**src/rtl/hazard_scoreboard.sv**
```systemverilog
// -----------------------------------------------------------------------------
// hazard_scoreboard
//
// Hazard and bypass-control unit that sits beside the ID stage of an in-order
// pipeline. A per-register scoreboard remembers the youngest in-flight producer
// of every architectural register: which post-ID stage it currently occupies
// (pos) and the first stage whose output carries its result (avail). From that
// state the block decides, for each ID source operand, whether to read the
// register file, bypass from a stage, or stall ID. It also counts stall cycles.
//
// Ports
//   clk           clock, all state updates on the rising edge
//   rst           synchronous active-high reset
//   id_valid      ID holds a real instruction
//   id_rs1_s/rs2  source register indices
//   id_use_rs1/2  the corresponding source is actually read
//   id_rd_s       destination register index
//   id_regf_we    the ID instruction writes id_rd_s
//   id_avail      first stage index whose output carries the result
//   pipe_adv      whole pipeline advances this cycle (0 = backend freeze)
//   flush         kill the ID instruction
//   hazard_stall  hold PC/IF/ID and insert a bubble into EX
//   rs1_fwd_sel   0 = register file, k = bypass from stage k-1
//   rs2_fwd_sel   as rs1_fwd_sel, for the second source
//   stall_count   saturating count of hazard stall cycles
// -----------------------------------------------------------------------------
module hazard_scoreboard #(
    parameter int NUM_REGS   = 32,
    parameter int ADDR_W     = $clog2(NUM_REGS),
    parameter int NUM_STAGES = 3,
    parameter int STG_W      = $clog2(NUM_STAGES),
    parameter int SEL_W      = $clog2(NUM_STAGES + 1)
) (
    input  logic              clk,
    input  logic              rst,
    input  logic              id_valid,
    input  logic [ADDR_W-1:0] id_rs1_s,
    input  logic [ADDR_W-1:0] id_rs2_s,
    input  logic              id_use_rs1,
    input  logic              id_use_rs2,
    input  logic [ADDR_W-1:0] id_rd_s,
    input  logic              id_regf_we,
    input  logic [STG_W-1:0]  id_avail,
    input  logic              pipe_adv,
    input  logic              flush,
    output logic              hazard_stall,
    output logic [SEL_W-1:0]  rs1_fwd_sel,
    output logic [SEL_W-1:0]  rs2_fwd_sel,
    output logic [31:0]       stall_count
);

    // Index of the last post-ID stage (WB); a producer there retires next advance.
    localparam logic [STG_W-1:0] LAST_STG = STG_W'(NUM_STAGES - 1);

    // Scoreboard: one entry per architectural register. Entry 0 is kept empty.
    logic             valid_q [NUM_REGS];
    logic             valid_d [NUM_REGS];
    logic [STG_W-1:0] pos_q   [NUM_REGS];
    logic [STG_W-1:0] pos_d   [NUM_REGS];
    logic [STG_W-1:0] avail_q [NUM_REGS];
    logic [STG_W-1:0] avail_d [NUM_REGS];

    logic [31:0]      stall_count_q;
    logic [31:0]      stall_count_d;

    logic             rs1_stall;
    logic             rs2_stall;
    logic             issue;
    logic [STG_W-1:0] avail_clamped;

    // Resolve one source operand against its scoreboard entry. A producer whose
    // result is already available (pos >= avail) is bypassed from stage pos,
    // which is select pos+1; otherwise the consumer must wait in ID.
    function automatic void check_src(
        input  logic             in_use,
        input  logic             ent_valid,
        input  logic [STG_W-1:0] ent_pos,
        input  logic [STG_W-1:0] ent_avail,
        output logic             src_stall,
        output logic [SEL_W-1:0] src_sel
    );
        src_stall = 1'b0;
        src_sel   = '0;
        if (in_use && ent_valid) begin
            if (ent_pos >= ent_avail) begin
                src_sel = SEL_W'(ent_pos) + SEL_W'(1);
            end else begin
                src_stall = 1'b1;
            end
        end
    endfunction

    // ------------------------------------------------------------------------
    // Source checks, stall and issue. These look at the scoreboard as it stands
    // before this cycle's insertion, so an instruction whose rd equals one of
    // its sources sees the older producer.
    // ------------------------------------------------------------------------
    always_comb begin
        // NOTE: every signal written in an always_comb gets a default first, so
        // no path leaves it unassigned and no latch is inferred.
        rs1_stall     = 1'b0;
        rs2_stall     = 1'b0;
        rs1_fwd_sel   = '0;
        rs2_fwd_sel   = '0;
        avail_clamped = id_avail;

        check_src(id_valid && id_use_rs1 && (id_rs1_s != '0),
                  valid_q[id_rs1_s], pos_q[id_rs1_s], avail_q[id_rs1_s],
                  rs1_stall, rs1_fwd_sel);
        check_src(id_valid && id_use_rs2 && (id_rs2_s != '0),
                  valid_q[id_rs2_s], pos_q[id_rs2_s], avail_q[id_rs2_s],
                  rs2_stall, rs2_fwd_sel);

        // A redirect kills the ID instruction, so it must never hold the front end.
        hazard_stall = (rs1_stall | rs2_stall) & ~flush;

        issue = id_valid & id_regf_we & (id_rd_s != '0) & ~hazard_stall
              & ~flush & pipe_adv;

        // A result can never appear later than WB.
        if (id_avail > LAST_STG) begin
            avail_clamped = LAST_STG;
        end
    end

    // ------------------------------------------------------------------------
    // Scoreboard next state: advance/retire every producer on pipe_adv, then
    // overwrite the destination entry on issue (the new producer is youngest).
    // ------------------------------------------------------------------------
    always_comb begin
        for (int r = 0; r < NUM_REGS; r++) begin
            valid_d[r] = valid_q[r];
            pos_d[r]   = pos_q[r];
            avail_d[r] = avail_q[r];
        end

        if (pipe_adv) begin
            for (int r = 1; r < NUM_REGS; r++) begin
                if (valid_q[r]) begin
                    if (pos_q[r] == LAST_STG) begin
                        valid_d[r] = 1'b0;
                    end else begin
                        pos_d[r] = pos_q[r] + STG_W'(1);
                    end
                end
            end
        end

        if (issue) begin
            valid_d[id_rd_s] = 1'b1;
            pos_d[id_rd_s]   = '0;
            avail_d[id_rd_s] = avail_clamped;
        end

        // Register 0 is hardwired zero and never tracked.
        valid_d[0] = 1'b0;
    end

    // Stall counter: counts only cycles in which the stall actually costs a
    // pipeline slot (a frozen pipeline is not the scoreboard's fault).
    always_comb begin
        stall_count_d = stall_count_q;
        if (id_valid && hazard_stall && pipe_adv && (stall_count_q != 32'hFFFF_FFFF)) begin
            stall_count_d = stall_count_q + 32'd1;
        end
    end

    // NOTE: sequential state uses non-blocking assignments so every register
    // samples its pre-edge inputs, independent of statement order.
    always_ff @(posedge clk) begin
        if (rst) begin
            for (int r = 0; r < NUM_REGS; r++) begin
                valid_q[r] <= 1'b0;
            end
            stall_count_q <= '0;
        end else begin
            for (int r = 0; r < NUM_REGS; r++) begin
                valid_q[r] <= valid_d[r];
            end
            stall_count_q <= stall_count_d;
        end
    end

    // NOTE: pos/avail are only meaningful while the matching valid bit is set,
    // so they are left out of reset; only the valid bits need clearing.
    always_ff @(posedge clk) begin
        for (int r = 0; r < NUM_REGS; r++) begin
            pos_q[r]   <= pos_d[r];
            avail_q[r] <= avail_d[r];
        end
    end

    assign stall_count = stall_count_q;

endmodule

```
**config.mk**
```make
export PLATFORM = sky130hd
export DESIGN_NAME = hazard_scoreboard
export DESIGN_NICKNAME = d
export VERILOG_FILES = /design/src/rtl/hazard_scoreboard.sv
export SDC_FILE = /design/constraint.sdc
export NUM_CORES = 1
export LEC_CHECK = 0
export BUFFER_PORTS_ARGS = -buffer_cell sky130_fd_sc_hd__buf_2
export CAP_MARGIN = 10
export CORE_ASPECT_RATIO = 1.25
export CORE_MARGIN = 4
export CORE_UTILIZATION = 62
export CTS_CLUSTER_SIZE = 14
export DETAILED_ROUTE_END_ITERATION = 12
export MAX_ROUTING_LAYER = met4
export PLACE_DENSITY = 0.81
export RECOVER_POWER = 100
export SETUP_SLACK_MARGIN = 0.1
export SLEW_MARGIN = 20
export SYNTH_ARGS = -nofsm -noshare
export SYNTH_HDL_FRONTEND = slang
export SYNTH_SLANG_ARGS = --single-unit
export TNS_END_PERCENT = 10
```
**constraint.sdc**
```tcl
create_clock -name clk -period 5.8 [get_ports clk]
set_input_delay 0.58 -clock clk [delete_from_list [all_inputs] [get_ports clk]]
set_output_delay 0.58 -clock clk [all_outputs]
set_load 0.01 [all_outputs]
```
Word level (Yosys, flattened, before mapping)
Memories as Yosys holds them, arrays and structs flattened.
Cells that the tools add are included.
{"block": "word_totals", "ff_bits": 32, "mem_bits_rw": 160, "input_bits": 25, "out_inout_bits": 37, "word_cells": 311, "n_memories": 3}
{"name": "avail_q", "depth": 32, "width": 2, "read_ports": 34, "rd_clocked_by_memory_dff": 0, "write_ports": 32, "line": "60", "rtl": "logic [STG_W-1:0] avail_q [NUM_REGS];"}
{"name": "pos_q", "depth": 32, "width": 2, "read_ports": 34, "rd_clocked_by_memory_dff": 0, "write_ports": 32, "line": "58", "rtl": "logic [STG_W-1:0] pos_q [NUM_REGS];"}
{"name": "valid_q", "depth": 32, "width": 1, "read_ports": 33, "rd_clocked_by_memory_dff": 0, "write_ports": 32, "line": "56", "rtl": "logic valid_q [NUM_REGS];"}
{"block": "op_classes", "addsub": 34, "n_lt_le_gt_ge": 5, "n_eq_ne": 32, "mux": 178, "bitwise_logic": 45, "n_reduce_logical": 13}
{"operator": "two-way mux 2 bit", "n": 68}
{"operator": "two-way mux 64 bit", "n": 2}
{"operator": "two-way mux 1 bit", "n": 102}
{"operator": "adder 2 x 1 -> 2 bit (second input constant)", "n": 33}
{"operator": "AND 64 bit", "n": 1}
{"operator": "bitwise mux 64 bit", "n": 1}
{"operator": "NOT 64 bit", "n": 1}
{"operator": "== test 2 bit (second input constant)", "n": 31}
{"operator": "two-way mux 31 bit", "n": 2}
{"operator": "two-way mux 62 bit", "n": 1}
{"operator": "OR 1 bit", "n": 33}
{"operator": "adder 32 x 1 -> 32 bit (second input constant)", "n": 1}
{"operator": "inequality test 32 bit (second input constant)", "n": 1}
{"operator": "OR 31 bit", "n": 1}
{"operator": "nonzero test 5 bit", "n": 3}
{"operator": "demux 2 bit (select 5 bit)", "n": 1}
{"operator": "logical AND 1 bit", "n": 10}
{"operator": "AND 1 bit", "n": 6}
{"operator": ">= comparator 6 bit (second input constant)", "n": 1}
{"operator": "< comparator 6 x 1 -> 1 bit (second input constant)", "n": 1}
{"operator": "NOT 5 -> 6 bit", "n": 1}
{"operator": "demux 1 bit (select 5 bit)", "n": 1}
{"operator": ">= comparator 2 bit", "n": 2}
{"operator": "greater-than comparator 2 bit (second input constant)", "n": 1}
{"operator": "NOT 1 bit", "n": 2}

Depth between registers and ports, before layout
Gate-level depths: netlist (run 1).
{"block": "depth", "ltp_word": 12, "mapped_depth": 18, "mapped_depth_nobuf": 13}

Worst setup path before layout (run 1)
Ideal clock, no wire load.
{"block": "synth_timing", "kind": "input to output", "start": "in id_rs1_s[0]", "end": "out hazard_stall", "t_arrival_ns": 3.875, "t_required_ns": 5.220, "setup_slack_ns": 1.345, "cell_stages": 14, "n_path_buf": 5, "path_cell_list": "buf_2 > buf_2 > buf_2 > mux4_2 > mux4_2 > mux2_2 > ha_1 > nand2b_1 > a21oi_1 > o21ai_1 > and2_1 > buf_6 > buf_6 > nor2_1"}
{"block": "synth_between", "elab_chain_cells": 6}
{"element": "start: declaration", "line": "37", "rtl": "input logic [ADDR_W-1:0] id_rs1_s,"}
{"element": "memory (32 x 2 bit), or another cell as far along"}
{"element": ">= comparator 2 bit or logical AND 1 bit (tied branches)", "line": "85, 107"}
{"element": "two-way mux 1 bit or logical AND 1 bit (tied branches)", "line": "85, 84"}
{"element": "two-way mux 1 bit *", "line": "84", "rtl": "if (in_use && ent_valid) begin"}
{"element": "OR 1 bit *", "line": "115", "rtl": "hazard_stall = (rs1_stall | rs2_stall) & ~flush;"}
{"element": "AND 1 bit *", "line": "115"}
{"element": "end: declaration", "line": "46", "rtl": "output logic hazard_stall,"}
Mark *: on every way between the ends. The rest lies on a longest branch, timed or not.

Final worst setup path (run 1)
Same ends and word-level chain as after synthesis.

==> metrics.txt, run 1 <==
met1 demand-to-capacity share in global routing=a little under two fifths; count of endpoints failing setup in the final report=0; Starting DRT DRC Count=approximately 1300; power density over cell area=230 nW/um^2; footprint of the multi-input gates=around 6300 sq um; global route overflow=0; EDFF count, synth=66; post-route clock period utilization=between 80% and 90%; ys flop type=dfxtp_1; Worst Setup Slack, final=0.720 ns; DR DRC count=0; reported leakage power=about 4.3 nW; portion of total power attributed to combinational logic=about a tenth; switching part of the total=around a quarter; PortBufs=between 60 and 70; mean cell area of the mapped netlist=roughly 10 sq um; Placed Cells incl. Taps=1377; sum of negative setup slack=0 ns; CTS HTree Levels=4; max-slew violations=67; count of filler cells inserted in the layout=between 1000 and 1500; Synth cell types=53; number of resized instances in the post-cts repair step=0; met3 Resource Use GR=slightly below 9%; total number of nets in the final design=about 1300; clk_skew=around 0.012 ns; Detail Placement HPWL=21900 um; failing checks=capacitance limit, slew limit; leading cell type in the layout, fill and taps excluded=nand2_1; vias after detailed routing=around 9500; R2R Setup Slk=between 1 and 1.5 ns; die outline width=between 100 and 150 um; max cap viols=2; wire length of the first global-routing pass=between 40000 and 50000 um; P_int=between 2 and 2.5 mW; number of buffers added for setup after CTS=0; IR Drop Worst-Case VDD=~0.22 mV; GRT Overall Usage=between 30% and 40%; arrival time at the worst endpoint=around 4.5 ns; Pre-antenna DRT Iters=6; Clk pin slew, worst setup/hold paths=approximately 0.070 ns; global route hottest layer=met2; number of standard cells after synthesis=1146; share of cells above drive strength 1=between 10 and 15%; portion of the post-synthesis area used by sequential elements=around two fifths; status=finished with violations; category of the worst setup path capture point=primary output; critical path type=in2out; measured slew at the worst slew-check pin=around 1.7 ns; Die Outline Area=20700 sq um; Final ANT Viol Nets=0; number of antenna cells inserted=0; Achievable Freq=about 200 MHz; netlist area before placement=11400 sq um; fraction of power consumed by sequential logic=50.2%; Tmin final=between 5 and 6 ns; clock tree from TritonCTS=done; Required @ worst endpoint=between 5 and 6 ns; number of buffers added by the clock tree synthesis step=17; total of hold buffers inserted after clock tree synthesis=0; path type of the worst min-delay path=reg2reg; clock share of power=approximately 41%; global routing met2 resource utilization=48.8%; Final Routed Wirelength=around 32000 um; number of hold violations in the final report=0; maximum number of pins on one net before global-route repair=between 60 and 70; final standard cell count with taps included and fillers excluded=approximately 1400; pre-CTS WS=between 0.2 and 0.3 ns; number of antenna violations at the first check in global routing=0; kind of start point of the critical path=input pin; unrepaired setup endpoints after global routing=no; buffers from clock root to sink, at most=2; YS warnings=0; maximum net fanout on the critical path=36; register area=about 4500 sq um; share of the core filled with cells in the final layout=68.0%; Root Buffer Master=clkbuf_16; via count of the first global-routing pass=around 9000; effective utilization at floorplan=about 63%; switching power=0.714 mW; post-detailed-route wirelength per cell=22.4 um; die outline height=approximately 160 um; IO Count=between 60 and 70; leading cell types in the layout, fill and taps excluded=161 x nand2_1, 126 x dfxtp_1, 83 x a21oi_1; GP Congestion=approximately 0.95; sink count of the clock tree=around 190; area growth from synthesis to final layout=7.69%; core outline area=approximately 18000 sq um; Clock Latency Late Sink=0.45 ns; number of rows in the core area=55; register bit total from synthesis=~190; proportion of register bits with asynchronous set or reset after synthesis=0%; average via count per standard cell=between 6 and 7; normalized max-slew margin=-14.4%
synthesized netlist by cell type (2+ instances only):
library cell / instances / share of area (%)
a21oi_1: 83 / 3.6
a22oi_1: 11 / 0.72
a31o_2: 2 / 0.15
a32oi_1: 2 / 0.15
and2_1: 8 / 0.44
and3_1: 17 / 0.93
and3b_1: 3 / 0.23
and4_1: 7 / 0.54
buf_1: 2 / 0.066
buf_2: 16 / 0.70
buf_4: 4 / 0.26
buf_6: 2 / 0.20
clkbuf_1: 50 / 1.6
dfxtp_1: 126 / 22
edfxtp_1: 66 / 17
ha_1: 67 / 7.3
inv_1: 67 / 2.2
mux2_1: 24 / 2.4
mux2_2: 5 / 0.49
mux2i_1: 36 / 3.2
mux4_2: 77 / 15
nand2_1: 161 / 5.3
nand2b_1: 9 / 0.49
nand3_1: 78 / 3.4
nand3b_1: 7 / 0.46
nand4_1: 13 / 0.71
nor2_1: 64 / 2.1
nor2b_1: 31 / 1.7
nor3_1: 37 / 1.6
nor3_2: 2 / 0.18
nor3b_1: 2 / 0.13
nor4_1: 5 / 0.27
o22ai_1: 28 / 1.5
o31ai_1: 3 / 0.20
or2_2: 4 / 0.22
or3_1: 8 / 0.44
or4_1: 2 / 0.13
xnor2_1: 2 / 0.15
worst max-delay path, cell delays in order:
cell	delay (ns)
buf_4	0.48
clkbuf_1	0.31
mux4_2	0.56
mux4_2	0.47
mux2i_1	0.27
ha_1	0.28
nand2b_1	0.14
a21oi_1	0.18
o21ai_0	0.27
and2_0	0.55
nor2_1	0.20
clkbuf_1	0.17
path summary, 6_finish.rpt:
check / end / cells after the start / startpoint
worst max-delay path: hazard_stall / 12 / id_rs1_s[0]
worst min-delay path: pos_q[16][0] / 2 / pos_q[16][0]
worst max register to register: avail_q[13][1] / 10 / avail_q[15][0]
worst min register to register: pos_q[16][0] / 2 / pos_q[16][0]
per-layer routing:
metal	part of all wire, %	vias to the layer above	routed length, um
li1	-	4205	-
met1	36	4547	11200
met2	48	591	15100
met3	11	139	3390
met4	5.8	0	1830
met5	0	-	0
power by group through the flow:
stage	registers [mW]	logic, mW	clock network, mW
global placement	1.45	0.250	0
finish	1.42	0.263	1.15
global route	1.42	0.284	1.20
floorplan	1.44	0.194	0
CTS	1.42	0.260	1.15
detailed placement	1.45	0.258	0
stage by stage:
| step | hold WS [ns] | power, mW | cell area, sq um |
|---|---|---|---|
| after detailed placement | 0.486 | 1.71 | 11800 |
| after CTS | 0.497 | 2.84 | 12400 |
| after global routing | 0.522 | 2.91 | 12300 |
| after floorplan | 0.456 | 1.64 | 11400 |
| after global placement | 0.471 | 1.70 | 11800 |
| final | 0.503 | 2.84 | 12300 |
layout make-up:
cell class / count / share of cell area [%]
sequential: 192 / 36.6
clock buffer: 23 / 4.06
tap: 228 / 2.32
inverter: 67 / 2.04
multi-input combinational: 815 / 51.6
timing repair buffer: 75 / 2.87
clock inverter: 9 / 0.569
cell families (layout without fill, tap and decap cells):
group	count (synthesis)	after routing	synth area share, %
AOI/OAI and AO/OA	136	136	6.91
xor gates and xnor gates	2	2	0.153
other	1	3	0.0328
adders and majority gates	67	67	7.33
DFF	192	192	39.4
buffers and inverters	141	174	5.07
muxes	142	142	21.2
and+or+nand+nor	465	465	19.9
sequential cells by signal, summed over array words and instances (netlist names):
| register | flops |
|---|---|
| valid_q | 32 |
| stall_count | 32 |
| avail_q | 64 |
| pos_q | 64 |
(Power assumes the default switching activity.)
==> run 2, diff against run 1 <==
--- a/config.mk
+++ b/config.mk
@@ -15,8 +15,8 @@
 export MAX_ROUTING_LAYER = met4
 export PLACE_DENSITY = 0.81
 export RECOVER_POWER = 100
+export REMOVE_ABC_BUFFERS = 1
 export SETUP_SLACK_MARGIN = 0.1
-export SLEW_MARGIN = 20
 export SYNTH_ARGS = -nofsm -noshare
 export SYNTH_HDL_FRONTEND = slang
 export SYNTH_SLANG_ARGS = --single-unit
==> metrics.txt, run 2 (synthesis results as in run 1) <==
buffers from clock root to sink, at most=2 (unchanged); normalized max-slew margin=-15.3% (-0.88 points); number of buffers added for setup after CTS=0 (unchanged); cells traversed along the worst timing path=buf_2 -> mux4_2 -> mux4_2 -> mux2i_1 -> ha_1 -> nand2b_1 -> a21oi_1 -> o21ai_0 -> and2_0 -> nor2_1 -> clkbuf_1; Root Buffer Master=clkbuf_16; power density over cell area=228 nW/um^2 (-0.95%); reported leakage power=4.29 nW (+0.33%); max-slew violations=67 (unchanged); Clk pin slew, worst setup/hold paths=0.06 ns (about the same); R2R Setup Slk=1.67 ns (+0.48 ns); share of cells above drive strength 1=13.7% (+0.13 points); worst hold slack after final layout=0.497 ns (-0.00604 ns); Final ANT Viol Nets=0 (unchanged); GP Congestion=1.00 (+5.5%); leading cell type in the layout, fill and taps excluded=nand2_1; number of resized instances in the post-cts repair step=0 (unchanged); clk_skew=0.00984 ns (-0.00228 ns); path type of the worst min-delay path=reg2reg; total of hold buffers inserted after clock tree synthesis=0 (unchanged); wire length of the first global-routing pass=48200 um (-2.8%); Die Outline Area=20700 sq um (unchanged); maximum number of pins on one net before global-route repair=73 (+12%); Starting DRT DRC Count=1199 (-11%); registers with the most flip-flops=avail_q (64), pos_q (64); most frequent cell on the critical path=mux4_2; die outline height=160 um (unchanged); Detail Placement HPWL=21700 um (-1.2%); Pre-antenna DRT Iters=9 (+3); core outline area=18100 sq um (unchanged); GRT Overall Usage=30.8% (-0.98 points); arrival time at the worst endpoint=4.48 ns (-0.02 ns); global route overflow=0 (unchanged); PortBufs=61 (unchanged); Required @ worst endpoint=5.22 ns (about the same); total number of nets in the final design=1263 (+0.24%); IO Count=62 (unchanged); post-route clock period utilization=87.2% (-0.35 points); Achievable Freq=198 MHz (+0.40%); number of hold violations in the final report=0 (unchanged); sum of negative setup slack=0 ns (unchanged); failing checks=capacitance limit, slew limit; leading cell types in the layout, fill and taps excluded=161 x nand2_1, 126 x dfxtp_1, 83 x a21oi_1; measured slew at the worst slew-check pin=1.73 ns (+0.0132 ns); DR DRC count=0 (unchanged); clock tree from TritonCTS=done; sink count of the clock tree=192 (unchanged); category of the worst setup path capture point=primary output; post-detailed-route wirelength per cell=21.6 um (-3.5%); Tmin final=5.06 ns (-0.0202 ns); via count of the first global-routing pass=9072 (-2.1%); number of antenna cells inserted=0 (unchanged); number of antenna violations at the first check in global routing=0 (unchanged); status=finished with violations; maximum net fanout on the critical path=26 (-28%); CTS HTree Levels=4 (unchanged); number of rows in the core area=55 (unchanged); unrepaired setup endpoints after global routing=no; critical path type=in2out; count of filler cells inserted in the layout=1358 (+0.15%); average via count per standard cell=6.68 (-0.68%); vias after detailed routing=9438 (-0.46%); max cap viols=2 (unchanged); die outline width=129 um (unchanged); IR Drop Worst-Case VDD=0.202 mV (-6.7%); Clock Latency Late Sink=0.44 ns (about the same); Final Routed Wirelength=30500 um (-3.3%); critical path's largest stage delay=0.67 ns (+0.11 ns); effective utilization at floorplan=63.2% (unchanged); area growth from synthesis to final layout=7.84%; share of the core filled with cells in the final layout=68.1% (+0.097 points); number of buffers added by the clock tree synthesis step=17 (unchanged); cell with the largest stage delay on the worst path=buf_2; count of endpoints failing setup in the final report=0 (unchanged); kind of start point of the critical path=input pin
[run 2: changes by cell type in the layout (fill, tap and decap cells not counted), sizes merged]
cell / change
inv: -3
clkinv: +2
clkinvlp: -1
buf: +5
[run 2: worst max-delay path: cells and delay by family]
| family | cells | cell delay [ns] |
|---|---|---|
| AOI/OAI and AO/OA | 2 | 0.45 |
| and+or+nand+nor | 3 | 0.90 |
| muxes | 3 | 1.41 |
| buffers and inverters | 2 | 0.84 |
| adders and majority gates | 1 | 0.29 |
[run 2: area by class of cell]
class | instances | area, sq um | share of cell area, %
Inverter | 67 | 251 | 2.04
Multi-Input combinational cell | 815 | 6340 | 51.5
Sequential cell | 192 | 4500 | 36.5
Clock buffer | 25 | 508 | 4.12
Clock inverter | 7 | 51.3 | 0.416
Timing Repair Buffer | 78 | 380 | 3.09
Tap cell | 228 | 285 | 2.31
[run 2: worst paths after layout]
kind / startpoint / endpoint / depth (start not counted)
setup reg to reg: avail_q[8][0] / stall_count[16] / 11
setup / recovery: id_rs1_s[0] / hazard_stall / 11
hold reg to reg: pos_q[16][0] / pos_q[16][0] / 2
hold / removal: pos_q[16][0] / pos_q[16][0] / 2
[run 2: routing by layer]
layer | up-vias | part of all wire [%] | GRT usage, %
li1 | 4203 | - | -
met1 | 4511 | 37 | 38.5
met2 | 606 | 47 | 47.1
met3 | 118 | 10 | 6.66
met4 | 0 | 5.5 | 16.1
met5 | - | 0 | -
[run 2: per-stage QoR]
step	setup WS (ns)	total power [mW]	std cells	instance area (sq um)
2_1_floorplan	2.02	1.58	1074	11100
3_3_place_gp	1.07	1.70	1380	11800
3_5_place_dp	0.952	1.71	1380	11800
4_1_cts	0.993	2.82	1412	12400
5_1_grt	0.409	2.90	1412	12300
6_report	0.740	2.81	1412	12300
[run 2: where the power goes]
| group | internal, mW | switching [mW] |
|---|---|---|
| Combinational | 0.103 | 0.160 |
| Sequential | 1.40 | 0.0177 |
| Clock | 0.615 | 0.513 |
| Total | 2.12 | 0.691 |
==> run 3, diff against run 2 <==
--- a/config.mk
+++ b/config.mk
@@ -8,12 +8,12 @@
 export BUFFER_PORTS_ARGS = -buffer_cell sky130_fd_sc_hd__buf_2
 export CAP_MARGIN = 10
 export CORE_ASPECT_RATIO = 1.25
-export CORE_MARGIN = 4
-export CORE_UTILIZATION = 62
+export CORE_MARGIN = 2
+export CORE_UTILIZATION = 60
 export CTS_CLUSTER_SIZE = 14
 export DETAILED_ROUTE_END_ITERATION = 12
 export MAX_ROUTING_LAYER = met4
-export PLACE_DENSITY = 0.81
+export PLACE_DENSITY = 0.78
 export RECOVER_POWER = 100
 export REMOVE_ABC_BUFFERS = 1
 export SETUP_SLACK_MARGIN = 0.1
==> metrics.txt, run 3 (synthesis results as in run 1) <==
status=finished with violations; failing checks=capacitance limit, slew limit; normalized max-slew margin=-19.2% (-3.9 points); Clock Latency Late Sink=0.45 ns (about the same); DR DRC count=0 (unchanged); max cap viols=2 (unchanged); Final Routed Wirelength=31200 um (+2.0%); sink count of the clock tree=192 (unchanged); core outline area=18700 sq um (+3.4%); max-slew violations=67 (unchanged); PortBufs=61 (unchanged); power density over cell area=237 nW/um^2 (+3.9%); Achievable Freq=196 MHz (-0.82%); leading cell type in the layout, fill and taps excluded=nand2_1; number of antenna violations at the first check in global routing=0 (unchanged); post-route clock period utilization=88.0% (+0.72 points); number of buffers added for setup after CTS=0 (unchanged); GRT Overall Usage=33.0% (+2.1 points); sum of negative setup slack=0 ns (unchanged); met3 Resource Use GR=6.28% (-0.37 points); number of antenna cells inserted=0 (unchanged); Final ANT Viol Nets=0 (unchanged); IO Count=62 (unchanged); count of filler cells inserted in the layout=1425 (+4.9%); Die Outline Area=20200 sq um (-2.5%); share of cells above drive strength 1=13.5% (-0.17 points); Tmin final=5.10 ns (+0.0418 ns); via count of the first global-routing pass=9226 (+1.7%); global routing met2 resource utilization=53.2% (+6.1 points); arrival time at the worst endpoint=4.52 ns (+0.04 ns); clock tree from TritonCTS=done; critical path type=in2out; category of the worst setup path capture point=primary output; vias after detailed routing=9437 (-0.011%); path type of the worst min-delay path=reg2reg; Detail Placement HPWL=21800 um (+0.50%); post-detailed-route wirelength per cell=22.1 um (+2.2%); count of endpoints failing setup in the final report=0 (unchanged); GP Congestion=1.00 (+0.54%); number of rows in the core area=56 (+1.8%); number of resized instances in the post-cts repair step=0 (unchanged); maximum number of pins on one net before global-route repair=71 (-2.7%); IR Drop Worst-Case VDD=0.225 mV (+11%); met1 demand-to-capacity share in global routing=40.2% (+1.7 points); Clk pin slew, worst setup/hold paths=0.07 ns (about the same); area growth from synthesis to final layout=8.17%; buffers from clock root to sink, at most=2 (unchanged); number of buffers added by the clock tree synthesis step=17 (unchanged); die outline width=127 um (-1.5%); registers with the most flip-flops=avail_q (64), pos_q (64); measured slew at the worst slew-check pin=1.79 ns (+0.0591 ns); Pre-antenna DRT Iters=7 (-2); Required @ worst endpoint=5.22 ns (about the same); CTS HTree Levels=4 (unchanged); number of hold violations in the final report=0 (unchanged); reported leakage power=4.29 nW (-0.10%); die outline height=158 um (-0.93%); effective utilization at floorplan=61.1% (-2.1 points); leading cell types in the layout, fill and taps excluded=161 x nand2_1, 126 x dfxtp_1, 83 x a21oi_1; pre-CTS WS=1.02 ns (+0.0644 ns); total number of nets in the final design=1256 (-0.55%); clk_skew=0.0133 ns (+0.00346 ns); global route hottest layer=met2; worst hold slack after final layout=0.516 ns (+0.0192 ns); wire length of the first global-routing pass=49400 um (+2.6%); maximum net fanout on the critical path=31 (+19%); unrepaired setup endpoints after global routing=no; Root Buffer Master=clkbuf_16; Starting DRT DRC Count=1202 (+0.25%); total of hold buffers inserted after clock tree synthesis=0 (unchanged); Worst Setup Slack, final=0.698 ns (-0.0418 ns); kind of start point of the critical path=input pin; average via count per standard cell=6.70 (+0.20%); global route overflow=0 (unchanged)
-- run 3: cell types whose count changed in the layout (fill, tap and decap cells not counted), moves of 2 or more --
| cell | before | now |
|---|---|---|
| inv_8 | 0 | 3 |
| bufinv_16 | 0 | 2 |
| buf_12 | 0 | 2 |
| buf_4 | 15 | 6 |
| clkbuf_16 | 19 | 17 |
| and2_0 | 4 | 2 |
| inv_6 | 1 | 3 |
| clkinv_2 | 2 | 0 |
| and2_1 | 4 | 6 |
| clkbuf_1 | 43 | 39 |
| clkinv_8 | 0 | 2 |
-- run 3: final cells by class --
| cell class | count | area [sq um] | share of cell area [%] |
|---|---|---|---|
| clock buffers | 17 | 425 | 3.44 |
| clock inverters | 15 | 195 | 1.58 |
| inverters | 67 | 251 | 2.03 |
| multi-input cells | 815 | 6340 | 51.3 |
| flip-flops and latches | 192 | 4500 | 36.4 |
| well taps | 232 | 290 | 2.35 |
| repair buffers | 71 | 352 | 2.84 |
-- run 3: final timing paths --
kind / startpoint / end / slack, ns / cells after the start
max: id_rs1_s[1] / hazard_stall / 0.70 / 12
min: pos_q[14][0] / pos_q[14][0] / 0.52 / 2
max reg2reg: avail_q[31][0] / stall_count[28] / 1.79 / 11
min reg2reg: pos_q[14][0] / pos_q[14][0] / 0.52 / 2
-- run 3: stage by stage --
| stage | util (%) | power (mW) | instance area [sq um] | cells |
|---|---|---|---|---|
| final | 66.1 | 2.93 | 12400 | 1409 |
| after floorplan | - | 1.58 | 11100 | 1074 |
| after global routing | 66.1 | 3.02 | 12400 | 1409 |
| after global placement | 63.1 | 1.70 | 11800 | 1377 |
| after detailed placement | 63.1 | 1.71 | 11800 | 1377 |
| after CTS | 66.4 | 2.93 | 12400 | 1409 |
-- run 3: routing by layer --
metal	wire length [um]	vias to the layer above	share of wire [%]
met5	0	-	0
met4	1510	0	4.8
met3	3120	123	10
met2	14900	594	48
met1	11700	4513	37
li1	-	4207	-
-- run 3: worst max-delay path: stages --
cell	delay, ns
buf_2	0.63
clkbuf_1	0.61
mux4_2	0.41
mux4_2	0.48
mux2i_1	0.28
ha_1	0.28
nand2b_1	0.14
a21oi_1	0.18
o21ai_1	0.19
and2_1	0.39
nor2_1	0.16
clkbuf_1	0.16
-- run 3: power breakdown --
part	total [mW]	leakage (nW)	internal (mW)	switching, mW
Combinational	0.261	2.35	0.102	0.159
Sequential	1.42	1.64	1.40	0.0210
Clock	1.25	0.300	0.658	0.588
